--- src/rtl/router_src_arbiter_if.sv ---
// router_src_arbiter_if: source-side request/data/grant lines and router-side
// packet_valid/datain/busy handshake shared by router_src_arbiter.
interface router_src_arbiter_if #(
  parameter int N_SRC  = 3,
  parameter int DATA_W = 8
);
  logic [N_SRC-1:0]        src_req;
  logic [N_SRC-1:0]        src_pkt_valid;
  logic [N_SRC*DATA_W-1:0] src_data;
  logic [N_SRC-1:0]        src_gnt;
  logic [N_SRC-1:0]        src_stall;
  logic                    busy;
  logic                    packet_valid;
  logic [DATA_W-1:0]       datain;
  modport master (
    output src_req, src_pkt_valid, src_data, busy,
    input  src_gnt, src_stall, packet_valid, datain
  );
  modport slave (
    input  src_req, src_pkt_valid, src_data, busy,
    output src_gnt, src_stall, packet_valid, datain
  );
endinterface

--- src/rtl/router_src_arbiter.sv ---
// router_src_arbiter: round-robin, packet-locked arbiter sharing the router input among three sources.
// Define ROUTER_ARB_LEN_CHECK_EN to build the header-length vs payload-count check driving len_err.
module router_src_arbiter (
  input  logic                 clk,
  input  logic                 reset,
  router_src_arbiter_if.slave  bus,
  output logic                 arb_idle,
  output logic                 len_err
);
  typedef enum logic [1:0] {IDLE, XFER, DONE} state_e;
  state_e     state_q;
  logic [2:0] gnt_q;
  logic [1:0] last_q;
  logic       hdr_seen_q;
  logic [1:0] c1, c2, win;
  logic       any_req, accept, pv_mux, xfer;
  logic [7:0] byte_mux;
  always_comb begin
    c1       = last_q == 2'd2 ? 2'd0 : last_q + 2'd1;
    c2       = last_q == 2'd0 ? 2'd2 : last_q - 2'd1;
    win      = bus.src_req[c1] ? c1 : bus.src_req[c2] ? c2 : last_q;
    any_req  = |bus.src_req;
    accept   = !bus.busy;
    xfer     = state_q == XFER;
    pv_mux   = |(gnt_q & bus.src_pkt_valid);
    byte_mux = ({8{gnt_q[0]}} & bus.src_data[7:0])
             | ({8{gnt_q[1]}} & bus.src_data[15:8])
             | ({8{gnt_q[2]}} & bus.src_data[23:16]);
  end
  assign bus.src_gnt      = gnt_q;
  assign bus.src_stall    = gnt_q & {3{bus.busy}};
  assign bus.packet_valid = xfer & pv_mux;
  assign bus.datain       = xfer ? byte_mux : 8'd0;
  assign arb_idle         = state_q == IDLE;
  always_ff @(posedge clk) begin
    if (reset) begin
      state_q    <= IDLE;
      gnt_q      <= 3'b000;
      last_q     <= 2'd2;
      hdr_seen_q <= 1'b0;
    end else begin
      case (state_q)
        IDLE: if (accept && any_req) begin
          state_q    <= XFER;
          gnt_q      <= 3'b001 << win;
          last_q     <= win;
          hdr_seen_q <= 1'b0;
        end
        XFER: if (accept) begin
          if (pv_mux) hdr_seen_q <= 1'b1;
          else if (hdr_seen_q) begin
            state_q <= DONE;
            gnt_q   <= 3'b000;
          end
        end
        default: state_q <= IDLE;
      endcase
    end
  end
`ifdef ROUTER_ARB_LEN_CHECK_EN
  logic [5:0] hdr_len_q, pay_cnt_q;
  logic       len_err_q, xfer_acc;
  assign xfer_acc = xfer & accept;
  // len_err_q is rewritten every edge, so the mismatch shows for exactly one cycle
  always_ff @(posedge clk) begin
    if (reset) begin
      hdr_len_q <= 6'd0;
      pay_cnt_q <= 6'd0;
      len_err_q <= 1'b0;
    end else begin
      len_err_q <= xfer_acc && !pv_mux && hdr_seen_q && pay_cnt_q != hdr_len_q;
      if (xfer_acc && pv_mux) begin
        hdr_len_q <= hdr_seen_q ? hdr_len_q : byte_mux[7:2];
        pay_cnt_q <= hdr_seen_q ? pay_cnt_q + 6'd1 : 6'd0;
      end
    end
  end
  assign len_err = len_err_q;
`else
  assign len_err = 1'b0;
`endif
endmodule
--- src/flat_wrapper.sv ---
// flat-port wrapper written by rule: the top's interface ports become plain ports
module router_src_arbiter_flat 
  (clk, reset, arb_idle, len_err, bus_src_req, bus_src_pkt_valid, bus_src_data, bus_busy, bus_src_gnt, bus_src_stall, bus_packet_valid, bus_datain);
  router_src_arbiter_if bus_i ();
  input  logic clk;
  input  logic reset;
  output logic arb_idle;
  output logic len_err;
  input wire logic [$bits(bus_i.src_req)-1:0] bus_src_req;
  input wire logic [$bits(bus_i.src_pkt_valid)-1:0] bus_src_pkt_valid;
  input wire logic [$bits(bus_i.src_data)-1:0] bus_src_data;
  input wire logic [$bits(bus_i.busy)-1:0] bus_busy;
  output wire logic [$bits(bus_i.src_gnt)-1:0] bus_src_gnt;
  output wire logic [$bits(bus_i.src_stall)-1:0] bus_src_stall;
  output wire logic [$bits(bus_i.packet_valid)-1:0] bus_packet_valid;
  output wire logic [$bits(bus_i.datain)-1:0] bus_datain;
  assign bus_i.src_req = bus_src_req;
  assign bus_i.src_pkt_valid = bus_src_pkt_valid;
  assign bus_i.src_data = bus_src_data;
  assign bus_i.busy = bus_busy;
  assign bus_src_gnt = bus_i.src_gnt;
  assign bus_src_stall = bus_i.src_stall;
  assign bus_packet_valid = bus_i.packet_valid;
  assign bus_datain = bus_i.datain;
  router_src_arbiter u_core (.clk(clk), .reset(reset), .bus(bus_i), .arb_idle(arb_idle), .len_err(len_err));
endmodule
--- config.mk ---
export PLATFORM = sky130hd
export DESIGN_NAME = router_src_arbiter_flat
export DESIGN_NICKNAME = d
export VERILOG_FILES = /design/src/rtl/router_src_arbiter_if.sv /design/src/rtl/router_src_arbiter.sv /design/src/flat_wrapper.sv
export SDC_FILE = /design/constraint.sdc
export NUM_CORES = 1
export LEC_CHECK = 0
export BUFFER_PORTS_ARGS = -buffer_cell sky130_fd_sc_hd__buf_2
export CAP_MARGIN = 15
export CORE_MARGIN = 3
export CORE_UTILIZATION = 42
export DETAILED_ROUTE_END_ITERATION = 8
export PLACE_DENSITY = 0.82
export SYNTH_ARGS = -nofsm -noshare
export SYNTH_HDL_FRONTEND = slang
export SYNTH_SLANG_ARGS = --single-unit
--- constraint.sdc ---
create_clock -name clk -period 4.15 [get_ports clk]
set_input_delay 0.415 -clock clk [delete_from_list [all_inputs] [get_ports clk]]
set_output_delay 0.415 -clock clk [all_outputs]
set_load 0.005 [all_outputs]
==> results of run 1 <==
[power by group through the flow]
stage	Clock, mW	Combinational, mW	Sequential, mW
final	0.0653	0.0956	0.0945
after global routing	0.0691	0.107	0.0964
after CTS	0.0642	0.0964	0.0946
after detailed placement	0	0.0955	0.0963
after global placement	0	0.0923	0.0956
after floorplan	0	0.0670	0.0895
[worst min path at each step]
stage | slack, ns | endpoint | depth (start not counted)
after global routing | 0.43 | u_core.hdr_seen_q$_SDFFE_PP0P_ | 2
after global placement | 0.49 | u_core.state_q[1]$_SDFFE_PP0P_ | 2
final | 0.41 | u_core.hdr_seen_q$_SDFFE_PP0P_ | 2
after CTS | 0.42 | u_core.bus.src_gnt[2]$_SDFFE_PP0P_ | 2
after floorplan | 0.46 | u_core.state_q[0]$_SDFFE_PP0P_ | 1
after detailed placement | 0.50 | u_core.state_q[1]$_SDFFE_PP0P_ | 2
[synthesized netlist by cell type, types with 2 or more instances]
library cell | count | share of area (%)
nor2_1 | 17 | 9.2
a222oi_1 | 9 | 13
dfxtp_1 | 8 | 23
inv_1 | 5 | 2.7
and2_1 | 4 | 3.6
clkbuf_1 | 4 | 2.2
ha_1 | 4 | 7.2
nand2b_1 | 4 | 3.6
o21ai_1 | 4 | 2.9
a21oi_1 | 3 | 2.2
o21ai_0 | 3 | 2.2
mux2i_1 | 2 | 2.9
nand2_1 | 2 | 1.1
nor2b_1 | 2 | 1.8
nor3_1 | 2 | 1.4
o32a_1 | 2 | 2.9
[area by class of cell]
cell class / instances / area [um^2] / area share [%]
Clock buffer: 3 / 22.5 / 2.37
Inverter: 5 / 18.8 / 1.98
Multi-Input combinational cell: 71 / 487 / 51.3
Sequential cell: 8 / 160 / 16.9
Tap cell: 16 / 20.0 / 2.11
Timing Repair Buffer: 48 / 240 / 25.3
[metal layers]
layer  vias to the layer above  global-route usage (%)
li1                        429                       -
met2                        46                    36.0
met5                         -                       0
met4                         0                    8.52
met1                       394                    19.2
met3                         3                    3.91
[kinds of logic after synthesis]
kind of cell               Yosys count  synth area share (%)
and+or+nand+nor                     36                  28.0
DFF                                  8                  23.1
AOI/OAI and AO/OA                   28                  31.6
muxes                                2                  2.89
other                                1                 0.542
adders and majority gates            4                  7.23
buffers and inverters               11                  6.51
[state kept, by name, indices dropped and copies added (netlist names)]
name,cells
u_core.bus.src_gnt,3
u_core.last_q,2
u_core.state_q,2
u_core.hdr_seen_q,1
[cells in the final DEF (no fill, tap or decap), types with 3 or more instances in the layout]
| master | instances |
|---|---|
| a222oi_1 | 9 |
| inv_1 | 5 |
| a21oi_1 | 3 |
| dfxtp_1 | 8 |
| clkbuf_4 | 3 |
| nor2_1 | 17 |
| nand2b_1 | 4 |
| ha_1 | 4 |
| buf_2 | 48 |
| o21ai_0 | 3 |
| and2_1 | 4 |
| o21ai_1 | 4 |
==> results.md, run 1 <==
* Gate power share at 37.4%
* Worst-margin pin slew at ~0.56 ns
* Worst reg2reg setup slack at 2.34 ns
* Pwr/cell area at 269 nW/um^2
* Worst-skew pair later-pin latency at 0.26 ns
* Post-Syn Area at 692 um^2
* Largest net degree at the start of global routing at 13
* H-tree depth at 1
* Clock power frac at 25.6%
* Pre-Repair DR Iteration Count at 4
* Fin cells at around 150
* Ys Warns at 0
* Final setup vio count at 0
* CP Launch Type: register
* Critical path origin: u_core.bus.src_gnt[0]$_SDFFE_PP0P_
* First-pass GRT wire length at approximately 2900 um
* Top FF cell, synth: dfxtp_1
* DIE HEIGHT at 46.6 um
* Worst vdd ir at 184 uV
* Final worst-path cycle share at 46.2%
* Worst Setup EP: bus_packet_valid
* Pwr Total at 255 uW
* Clk buf depth at 2
* Util after Layout at 62.2%
* Fmax at 522 MHz
* #FFs+latches synth at 8
* Hold Path Class: input port to register
* Reg2Reg Depth at 7
* Critical Path AT at 1.50 ns
* Worst hold margin at 0.410 ns
* DR DRC count at 0
* Int Pwr at 165 uW
* Worst R2R Start: u_core.last_q[0]$_SDFFE_PP0P_
* Wirelength per Cell at 13.4 um
* Syn Nets at ~130
* WP data required at 3.73 ns
* Setup TNS Final at 0 ns
* Root buf cell: clkbuf_4
* Diode count at 0
* Crit Path Class: register to output port
* Clock transition at the registers of the reported paths at about 0.06 ns
* Post-CTS Resized at 0
* Worst-path fanout max at 12
* Post-CTS repair timing setup buffer count at 0
* Inserted Clock Buffers at 3
* Number of synthesized flops with an enable pin at 0
* Met3 Wirelength at 256 um
* CP max stage cell: a222oi_1
* Mapped Cells at 90
* CP delay by family, top: compound AO/OA/AOI/OAI gates
* Final Hold Fails at 0
* Pre-CTS WS at 2.35 ns
* CP peak stage delay at just under 0.6 ns
* Sw Ratio at 35.2%
* DR top layer: met4
* CTS sink cnt at 8
* Routed Antenna Nets at 0
* Io pins at 50
* Avg Cell Area, Syn at approximately 7.7 um^2
* Post-Route WL at 2020 um
* Share of layout cells above drive strength 1 at 40.0%
* Hold path start: reset
* Via Count at ~870
* Placed cell count at 148
* CP Depth at 3
* RSZ-0062 raised after global routing: no
* Layout area overhead at 37.1%
* Final Wtd Congestion at between 0.8 and 0.9
* Reg2Reg Capture Point: u_core.bus.src_gnt[1]$_SDFFE_PP0P_
* Status: finished, final reports clean
* Row Count at 14
* Total track usage at 18.9%
* CTS Hold Bufs at 0
* Register area share after synthesis at 23.1%
* Post-layout min period at between 1.5 and 2 ns
* Global route overflow at 0
* # port buffers at 48
* CP endpoint kind: output port
* Design area at between 900 and 1000 um^2
* Sequential Power Share at a little under two fifths
* Synth unique cells at 31
* Max cap viols at 0
* Max_slew headroom at 62.9%
* Met1 WL at approximately 750 um
* Initial Util at 45.4%
* Switching power at 90.0 uW
* Nets at 174
* Hpwl dp at between 1500 and 2000 um
* Die ar. at approximately 2200 um^2
* Pleak at ~0.46 nW
* 1st-iter DRT viols at 44
* Vias in the first global route at 716
* Placed inst area at a little over 900 um^2
* Crit path buffers/inverters at 1
* Die Wd at 46.6 um
* Final Slew Violations at 0
* Fillers at between 100 and 150
* CP cell instances: a222oi_1 -> nor2_1 -> buf_2
* Core Box Area at 1520 um^2
* Ys async rst share at 0%
* Via-to-Cell Ratio at 5.77
* Initial antenna violation count at 0
* CTS tree: yes
* Routed wire length on met2 at about 1000 um
* Clock Skew at 0.000946 ns
* Worst Slack Setup Final at 2.23 ns
Note: power is estimated with default switching activity, not from simulation.
==> run 2: changes to the inputs <==
--- a/config.mk
+++ b/config.mk
@@ -8,9 +8,9 @@
 export BUFFER_PORTS_ARGS = -buffer_cell sky130_fd_sc_hd__buf_2
 export CAP_MARGIN = 15
 export CORE_MARGIN = 3
-export CORE_UTILIZATION = 42
+export CORE_UTILIZATION = 36
 export DETAILED_ROUTE_END_ITERATION = 8
-export PLACE_DENSITY = 0.82
+export PLACE_DENSITY = 0.75
 export SYNTH_ARGS = -nofsm -noshare
 export SYNTH_HDL_FRONTEND = slang
 export SYNTH_SLANG_ARGS = --single-unit
==> constraint.sdc (replaced) <==
create_clock -name clk -period 1.7 [get_ports clk]
set_input_delay 0.17 -clock clk [delete_from_list [all_inputs] [get_ports clk]]
set_output_delay 0.17 -clock clk [all_outputs]
set_load 0.005 [all_outputs]
==> results.md, run 2 (synthesis results as in run 1) <==
* Status: finished, final reports clean (unchanged)
* DR DRC count at 0 (unchanged)
* Routed Antenna Nets at 0 (unchanged)
* Clock Skew at 0.00685 ns (was 0.000946 ns)
* # port buffers at 48 (unchanged)
* Die Wd at 49.8 um (was 46.6 um)
* RSZ-0062 raised after global routing: yes (was no)
* Core Box Area at 1760 um^2 (was 1520 um^2)
* Sw Ratio at 34.6% (was 35.2%)
* Largest net degree at the start of global routing at 12 (was 13)
* Fin cells at 166 (was 151)
* Vias in the first global route at 746 (was 716)
* Crit Path Class: register to register (was register to output port)
* Via Count at 896 (was 872)
* H-tree depth at 1 (unchanged)
* Final Wtd Congestion at 0.918 (was 0.878)
* CTS Hold Bufs at 0 (unchanged)
* Pre-Repair DR Iteration Count at 6 (was 4)
* Worst Slack Setup Final at 0.0305 ns (was 2.23 ns)
* Placed cell count at 163 (was 148)
* DIE HEIGHT at 49.8 um (was 46.6 um)
* Final worst-path cycle share at 98.2%
* Global route overflow at 0 (unchanged)
* Total track usage at 18.1% (was 18.9%)
* CTS tree: yes (unchanged)
* Commonest non-fill, non-tap cells in the layout: 48 x buf_2, 17 x nor2_1, 9 x a222oi_1, 6 x buf_4, 6 x dfxtp_1 (was 48 x buf_2, 17 x nor2_1, 9 x a222oi_1, 8 x dfxtp_1, 5 x inv_1)
* Max cap viols at 0 (unchanged)
* Clock transition at the registers of the reported paths at 0.06 ns (about the same)
* Initial antenna violation count at 0 (unchanged)
* Worst-path fanout max at 3 (was 12)
* Hpwl dp at 1790 um (was 1620 um)
* Share of layout cells above drive strength 1 at 48.2% (was 40.0%)
* Worst hold margin at 0.180 ns (was 0.410 ns)
* Row Count at 15 (was 14)
* CTS sink cnt at 8 (unchanged)
* Final setup vio count at 0 (unchanged)
* Clock power frac at 23.1% (was 25.6%)
* Diode count at 0 (unchanged)
* WP data required at 1.90 ns (was 3.73 ns)
* Root buf cell: clkbuf_4 (unchanged)
* Int Pwr at 434 uW (was 165 uW)
* Pre-CTS WS at -0.0122 ns (was 2.35 ns)
* Io pins at 50 (unchanged)
* 1st-iter DRT viols at 51 (was 44)
* Initial Util at 39.2% (was 45.4%)
* Max reg flops at 3 (unchanged)
* Most common cell after layout, fill and taps aside: buf_2 (unchanged)
* Post-Route WL at 2260 um (was 2020 um)
* Gate power share at 44.3% (was 37.4%)
* Reg2Reg Depth at 7 (unchanged)
* Post-CTS repair timing setup buffer count at 0 (unchanged)
* Inserted Clock Buffers at 3 (unchanged)
* Die ar. at 2480 um^2 (was 2170 um^2)
* CP Launch Type: register (unchanged)
* Sequential Power Share at 32.7% (was 37.0%)
* Hold path depth at 2 (unchanged)
* Critical Path AT at 1.87 ns (was 1.50 ns)
* First-pass GRT wire length at 3530 um (was 2880 um)
* CP endpoint kind: register (was output port)
* Nets at 180 (was 174)
* Final Slew Violations at 0 (unchanged)
* Via-to-Cell Ratio at 5.40 (was 5.77)
* Fmax at 599 MHz
* Switching power at 229 uW (was 90.0 uW)
* Layout area overhead at 49.4% (was 37.1%)
* Final Hold Fails at 0 (unchanged)
* Clk buf depth at 2 (unchanged)
* Post-layout min period at roughly 1.7 ns
* Worst-skew pair later-pin latency at 0.26 ns (about the same)
* Pleak at 0.489 nW (was 0.459 nW)
* Worst vdd ir at 480 uV (was 184 uV)
* Util after Layout at 58.6% (was 62.2%)
* Hold Path Class: input port to register (unchanged)
* Wirelength per Cell at 13.6 um (was 13.4 um)
* Pwr/cell area at 641 nW/um^2 (was 269 nW/um^2)
==> run 2: cell count changes in the layout (fill, tap and decap cells not counted), sizes merged <==
cell,before,now
buf,48,54
==> run 2: final timing paths <==
kind	from	to	slack [ns]
setup / recovery	u_core.last_q[1]$_SDFFE_PP1P_	u_core.bus.src_gnt[1]$_SDFFE_PP0P_	0.03
hold / removal	reset	u_core.bus.src_gnt[1]$_SDFFE_PP0P_	0.18
setup reg to reg	u_core.last_q[1]$_SDFFE_PP1P_	u_core.bus.src_gnt[1]$_SDFFE_PP0P_	0.03
hold reg to reg	u_core.hdr_seen_q$_SDFFE_PP0P_	u_core.state_q[1]$_SDFFE_PP0P_	0.52
==> run 2: cell type report <==
class / instances / area (um^2)
tap: 25 / 31.3
fill: 187 / 731
timing repair buffer: 54 / 285
sequential: 8 / 163
inverter: 5 / 18.8
clock buffer: 3 / 22.5
multi-input combinational: 71 / 513
==> run 2: layer usage <==
layer / part of all wire [%] / track usage [%]
met1: 41 / 22.2
met2: 48 / 28.4
met3: 11 / 8.16
met4: 0.53 / 4.61
met5: 0 / 0
==> run 2: critical path, cell delays in order, from the launching register on <==
cell and delay [ns]:
dfxtp_2 0.34, inv_2 0.06, ha_4 0.15, mux2i_1 0.12
or2_1 0.27, a32o_1 0.24, o32a_1 0.34, nor2_1 0.07
==> run 2: repair_timing <==
action	CTS	global route
resized for setup	2	8
pin swaps	0	2
setup endpoints to repair	2	4
==> run 2: metrics by stage <==
stage	setup TNS, ns	cell area (um^2)	total power, mW
after global routing	-0.0277	1030	0.715
after CTS	0	1010	0.650
after detailed placement	-0.0177	982	0.489
after floorplan	0	692	0.382
after global placement	0	982	0.481
final	0	1030	0.663
==> run 2: power groups by stage <==
stage               clock (mW)  sequential [mW]  combinational, mW
global route             0.172            0.218              0.325
floorplan                    0            0.218              0.164
finish                   0.153            0.216              0.293
detailed placement           0            0.218              0.271
CTS                      0.162            0.215              0.273
global placement             0            0.217              0.264
